--- src/rtl/delay_tap_ctrl.sv ---
// Tap-select controller for the four-tap 8-bit delay line: owns the output mux select,
// accepts tap changes over req/ack, counts fill since reset/flush and flags valid output.
module delay_tap_ctrl #(
    parameter int D0        = 30,
    parameter int D1        = 45,
    parameter int D2        = 60,
    parameter int D3        = 90,
    parameter int GUARD_CYC = 2
) (
    input  logic       clk,
    input  logic       rst_n,
    input  logic       ena,
    input  logic       flush,
    input  logic       sel_req,
    input  logic [1:0] sel_code,
    output logic       sel_ack,
    output logic [1:0] tap_sel,
    output logic       out_valid,
    output logic [6:0] fill_cnt
);

    localparam int GW = (GUARD_CYC > 1) ? $clog2(GUARD_CYC) : 1;

    localparam logic [6:0]    D0_W    = 7'(D0);
    localparam logic [6:0]    D1_W    = 7'(D1);
    localparam logic [6:0]    D2_W    = 7'(D2);
    localparam logic [6:0]    D3_W    = 7'(D3);
    localparam logic [GW-1:0] GC_LAST = GW'(GUARD_CYC - 1);

    typedef enum logic [1:0] {
        FILL  = 2'd0,
        RUN   = 2'd1,
        GUARD = 2'd2
    } state_t;

    state_t        state;
    state_t        state_nxt;
    logic          armed;
    logic [GW-1:0] guard_cnt;
    logic [GW-1:0] guard_nxt;
    logic [6:0]    fill_nxt;
    logic [6:0]    tap_delay;
    logic          accept;
    logic          tap_change;

    // A request is taken once per assertion: armed re-arms only while sel_req is low,
    // and the pending ack blocks a back-to-back accept.
    assign accept     = sel_req & armed & ena & ~sel_ack;
    assign tap_change = accept && (sel_code != tap_sel);

    always_comb begin
        unique case (tap_sel)
            2'd0:    tap_delay = D0_W;
            2'd1:    tap_delay = D1_W;
            2'd2:    tap_delay = D2_W;
            default: tap_delay = D3_W;
        endcase
    end

    always_comb begin
        if (flush)
            fill_nxt = '0;
        else if (fill_cnt >= D3_W)
            fill_nxt = D3_W;
        else
            fill_nxt = fill_cnt + 7'd1;
    end

    // NOTE: every combinational output gets a default first so no path infers a latch.
    always_comb begin
        state_nxt = state;
        guard_nxt = guard_cnt;
        if (tap_change) begin
            state_nxt = GUARD;
            guard_nxt = GC_LAST;
        end else begin
            unique case (state)
                FILL: begin
                    if (fill_nxt >= tap_delay)
                        state_nxt = RUN;
                end
                RUN: begin
                    if (flush)
                        state_nxt = FILL;
                end
                GUARD: begin
                    // Flushes during the guard are absorbed here: fill_nxt is then 0.
                    if (guard_cnt == '0)
                        state_nxt = (fill_nxt >= tap_delay) ? RUN : FILL;
                    else
                        guard_nxt = guard_cnt - GW'(1);
                end
                default: state_nxt = FILL;
            endcase
        end
    end

    // NOTE: sequential state uses non-blocking assignments so every register samples
    // the pre-edge values regardless of statement order.
    always_ff @(posedge clk or negedge rst_n) begin
        if (!rst_n) begin
            state     <= FILL;
            guard_cnt <= '0;
            armed     <= 1'b1;
            tap_sel   <= 2'd0;
            sel_ack   <= 1'b0;
            out_valid <= 1'b0;
            fill_cnt  <= '0;
        end else begin
            state     <= state_nxt;
            guard_cnt <= guard_nxt;
            fill_cnt  <= fill_nxt;
            sel_ack   <= accept;
            if (accept)
                tap_sel <= sel_code;
            if (accept)
                armed <= 1'b0;
            else if (!sel_req)
                armed <= 1'b1;
            out_valid <= ena && (state_nxt == RUN);
        end
    end

endmodule

--- config.mk ---
export PLATFORM = sky130hd
export DESIGN_NAME = delay_tap_ctrl
export DESIGN_NICKNAME = d
export VERILOG_FILES = /design/src/rtl/delay_tap_ctrl.sv
export SDC_FILE = /design/constraint.sdc
export NUM_CORES = 1
export LEC_CHECK = 0
export ABC_AREA = 1
export ABC_CLOCK_PERIOD_IN_PS = 2200
export BUFFER_PORTS_ARGS = -buffer_cell sky130_fd_sc_hd__buf_4
export CORE_MARGIN = 10
export CORE_UTILIZATION = 45
export CTS_BUF_LIST = sky130_fd_sc_hd__clkbuf_8
export DETAILED_ROUTE_END_ITERATION = 12
export PLACE_DENSITY_LB_ADDON = 0.08
export RECOVER_POWER = 25
export SLEW_MARGIN = 20
export SYNTH_ARGS = -nofsm -noshare
export SYNTH_HDL_FRONTEND = slang
export SYNTH_SLANG_ARGS = --single-unit
--- constraint.sdc ---
create_clock -name clk -period 2.2 [get_ports clk]
set_clock_uncertainty 0.2 [all_clocks]
set_input_delay 0.33 -clock clk [delete_from_list [all_inputs] [get_ports clk]]
set_output_delay 0.33 -clock clk [all_outputs]
set_load 0.01 [all_outputs]
==> results.toml <==
[status]
outcome = "finished, violations left"
violations = "setup timing"

[placement]
placed_area_um2 = 1090
hpwl_um = 1500
pre_cts_ws_ns = -0.157
portBuffers = 17
gp_congestion = 0.754
dp_cells = 151

[sta]
rsz0062_at_grt = "yes"
worstMarginPinSlew_ns = 0.847
slew_headroom_pct = 43.5
fin_ws_ns = -0.150
setup_viol_count_final = 2
fmax_mhz = 425
finalCritPeriodShare_pct = 107
drv_slew = 0
hold_viol = 0
finalCriticalPeriod_ns = 2.35

[global_routing]
antenna_found_initial = 0
overflow = 0
grt_pass1_vias = 740
grt_max_degree = 16
grt_pass1_wl_um = 3290
grt_usage_pct = 9.90

[final_layout]
design_area_um2 = 1180
fill_cells = 159
register_area_um2 = 378
drive_gt1_share_pct = 41.7
multi_input_area_um2 = 455
diodes = 0
area_growth_pct = 36.1
nets = 150
stdcell_count = 157

[yosys]
synthDominantCellAreaShare_pct = 40.3
synth.area.top_cells = "dfrtp_1 40%, ha_1 14%, nand2_1 8.2%, inv_1 4.7%, nand2_2 3.6%"
synth_largest_area_cell = "dfrtp_1"
async_flop_share_pct = 100
yosysMostFrequentCell = "nand2_1"
synth-edff-count = 0
synth_flop_cell = "dfrtp_1"
yosysUniqueCellTypes = 23
synth_nets = 119
ys_top_cells_by_count = "19 x nand2_1, 14 x dfrtp_1, 11 x inv_1"
synthCells = 102
netlist_area_um2 = 870
ys_seq_area_share_pct = 43.3
ys_seq_elements = 15
ys.warnings.count = 0
avgSynthCellArea_um2 = 8.53

[pwr]
power.density_nw_per_um2 = 617
p_int_mw = 0.514
swShare_pct = 29.6
clock_power_share_pct = 29.3
power.net_switching_mw = 0.216
sequentialPowerShare_pct = 45.2
p_total_mw = 0.730
vdd_drop_max_mv = 0.395
p_leak_nw = 0.666
pwr-share-comb_pct = 25.5

[worst_setup_path]
rrSetupSlack_ns = -0.15
r2r_cells = 20
crit_start = "fill_cnt[0]"
reg2reg_from = "fill_cnt[0]"
worstPathArrival_ns = 2.28
path_class = "register to register"
cp-end-kind = "register"
start_kind = "register"
r2r_end = "state[0]"
critPathMaxFanout = 4
cp.required_ns = 2.13
crit_end = "state[0]"

[clocking]
root_buffer = "clkbuf_8"
cts_sinks = 15
cts_tree = "done"
numCtsBuffers = 3
clk_latency_ns = 0.24
cts.clk_slew.worst_paths_ns = 0.06
cts.path.max_buffers = 2
htreeDepth = 1

[route]
ant_nets = 0
drt-pass1-iter-count = 4
vias = 725
drc = 0
drtIter0Drc = 7
wl_per_cell_um = 12.3
viasPerCell = 4.62
totalWireLength_um = 1930

[flow_run]
cap_violations = 0

[die]
io_pins = 18
core_area_um2 = 1780
initial_utilization_pct = 48.8
die_h_um = 64.0
die-area_um2 = 4090
row_count = 15
die_x_um = 64.0

[worst_hold_path]
min_path_type = "primary input to register"
-- per-layer routing --
layer	up-vias	share of wire, %	GRT usage [%]
met1	331	45	11.3
met2	14	49	17.3
met4	0	0.88	3.28
met3	2	4.9	2.79
met5	-	0	0
li1	378	-	-
-- sequential cells by signal, summed over array words and instances (netlist names) --
name       flops
fill_cnt       7
state          2
tap_sel        2
armed          1
guard_cnt      1
out_valid      1
sel_ack        1
-- through the flow --
stage,util (%),TNS [ns],hold slack [ns]
after floorplan,-,-0.0763,-0.166
after global placement,61.4,-0.248,-0.00296
after detailed placement,61.4,-0.310,-0.00212
after CTS,65.1,-0.349,0.0428
after global routing,66.4,-0.721,0.0546
final,66.4,-0.298,0.0432
-- power groups by stage --
stage	clock network (mW)	registers, mW	logic (mW)
detailed placement	0	0.335	0.172
CTS	0.219	0.331	0.181
global placement	0	0.334	0.167
floorplan	0	0.337	0.100
global route	0.233	0.334	0.215
finish	0.214	0.330	0.186
-- cells in the final DEF (no fill, tap or decap) --
| master | netlist | final |
|---|---|---|
| a21o_1 | 1 | 1 |
| a21oi_1 | 6 | 4 |
| a21oi_2 | 0 | 2 |
| a31oi_1 | 2 | 2 |
| and3_1 | 1 | 1 |
| buf_4 | 1 | 25 |
| clkbuf_1 | 0 | 1 |
| clkbuf_8 | 0 | 3 |
| clkinv_2 | 1 | 1 |
| dfrtp_1 | 14 | 13 |
| dfrtp_2 | 0 | 1 |
| dfstp_2 | 1 | 1 |
| dlygate4sd3_1 | 0 | 1 |
| ha_1 | 10 | 8 |
| ha_2 | 0 | 1 |
| ha_4 | 0 | 1 |
| inv_1 | 11 | 10 |
| inv_2 | 7 | 9 |
| nand2_1 | 19 | 16 |
| nand2_2 | 5 | 7 |
| nand2_4 | 1 | 2 |
| nand3_1 | 4 | 4 |
| nor2_1 | 8 | 7 |
| nor2_2 | 1 | 1 |
| nor2_4 | 0 | 1 |
| nor3_1 | 1 | 1 |
| o21ai_0 | 2 | 2 |
| o21ai_1 | 1 | 1 |
| or2_0 | 1 | 1 |
| xnor2_1 | 2 | 2 |
| xor2_1 | 2 | 2 |
-- how the worst min path moves through the flow --
stage	cells after the start	end	from	slack (ns)
after floorplan	0	fill_cnt[0]	rst_n	-0.17
after global placement	1	fill_cnt[6]	rst_n	-0.003
after detailed placement	1	fill_cnt[5]	rst_n	-0.002
after CTS	2	armed	sel_req	0.04
after global routing	2	armed	sel_req	0.05
final	2	armed	sel_req	0.04
-- critical path, cell delays in order, from the launching register on --
cell and delay, ns:
dfrtp_2 0.43, inv_2 0.06, ha_2 0.16, inv_2 0.03
nand2_2 0.06, nand2_2 0.04, nand2_2 0.07, nand2_4 0.06
buf_4 0.14, a21oi_2 0.15, ha_1 0.25, nand2_1 0.06
nand2_1 0.06, nand2_2 0.07, a21oi_2 0.05, nand3_1 0.07
nand2_1 0.05, nand2_1 0.05, nand2_1 0.06, nand2_2 0.08
inv_1 0.05
-- kinds of logic after synthesis --
logic type      Yosys count  synth area share [%]
fa+ha+maj                10                  14.4
buf+inv                  20                  9.21
flops                    15                  43.3
compound gates           12                  7.48
simple gates             41                  21.6
xor+xnor                  4                  4.03
-- final cells by class --
class,instances,area share (%)
inverter,19,6.13
clock inverter,1,0.317
clock buffer,3,3.49
sequential,15,31.9
tap,25,2.64
timing repair buffer,27,17.0
multi-input combinational,67,38.5
-- timing repair --
| action | 4_1_cts | 5_1_grt |
|---|---|---|
| endpoints found under the hold margin | 15 | 0 |
| buffers inserted | 0 | 1 |
| setup endpoints to repair | 2 | 2 |
| gates resized for setup | 3 | 4 |
| hold buffers | 1 | 0 |
| pin swaps | 1 | 7 |
(Power assumes the default switching activity.)
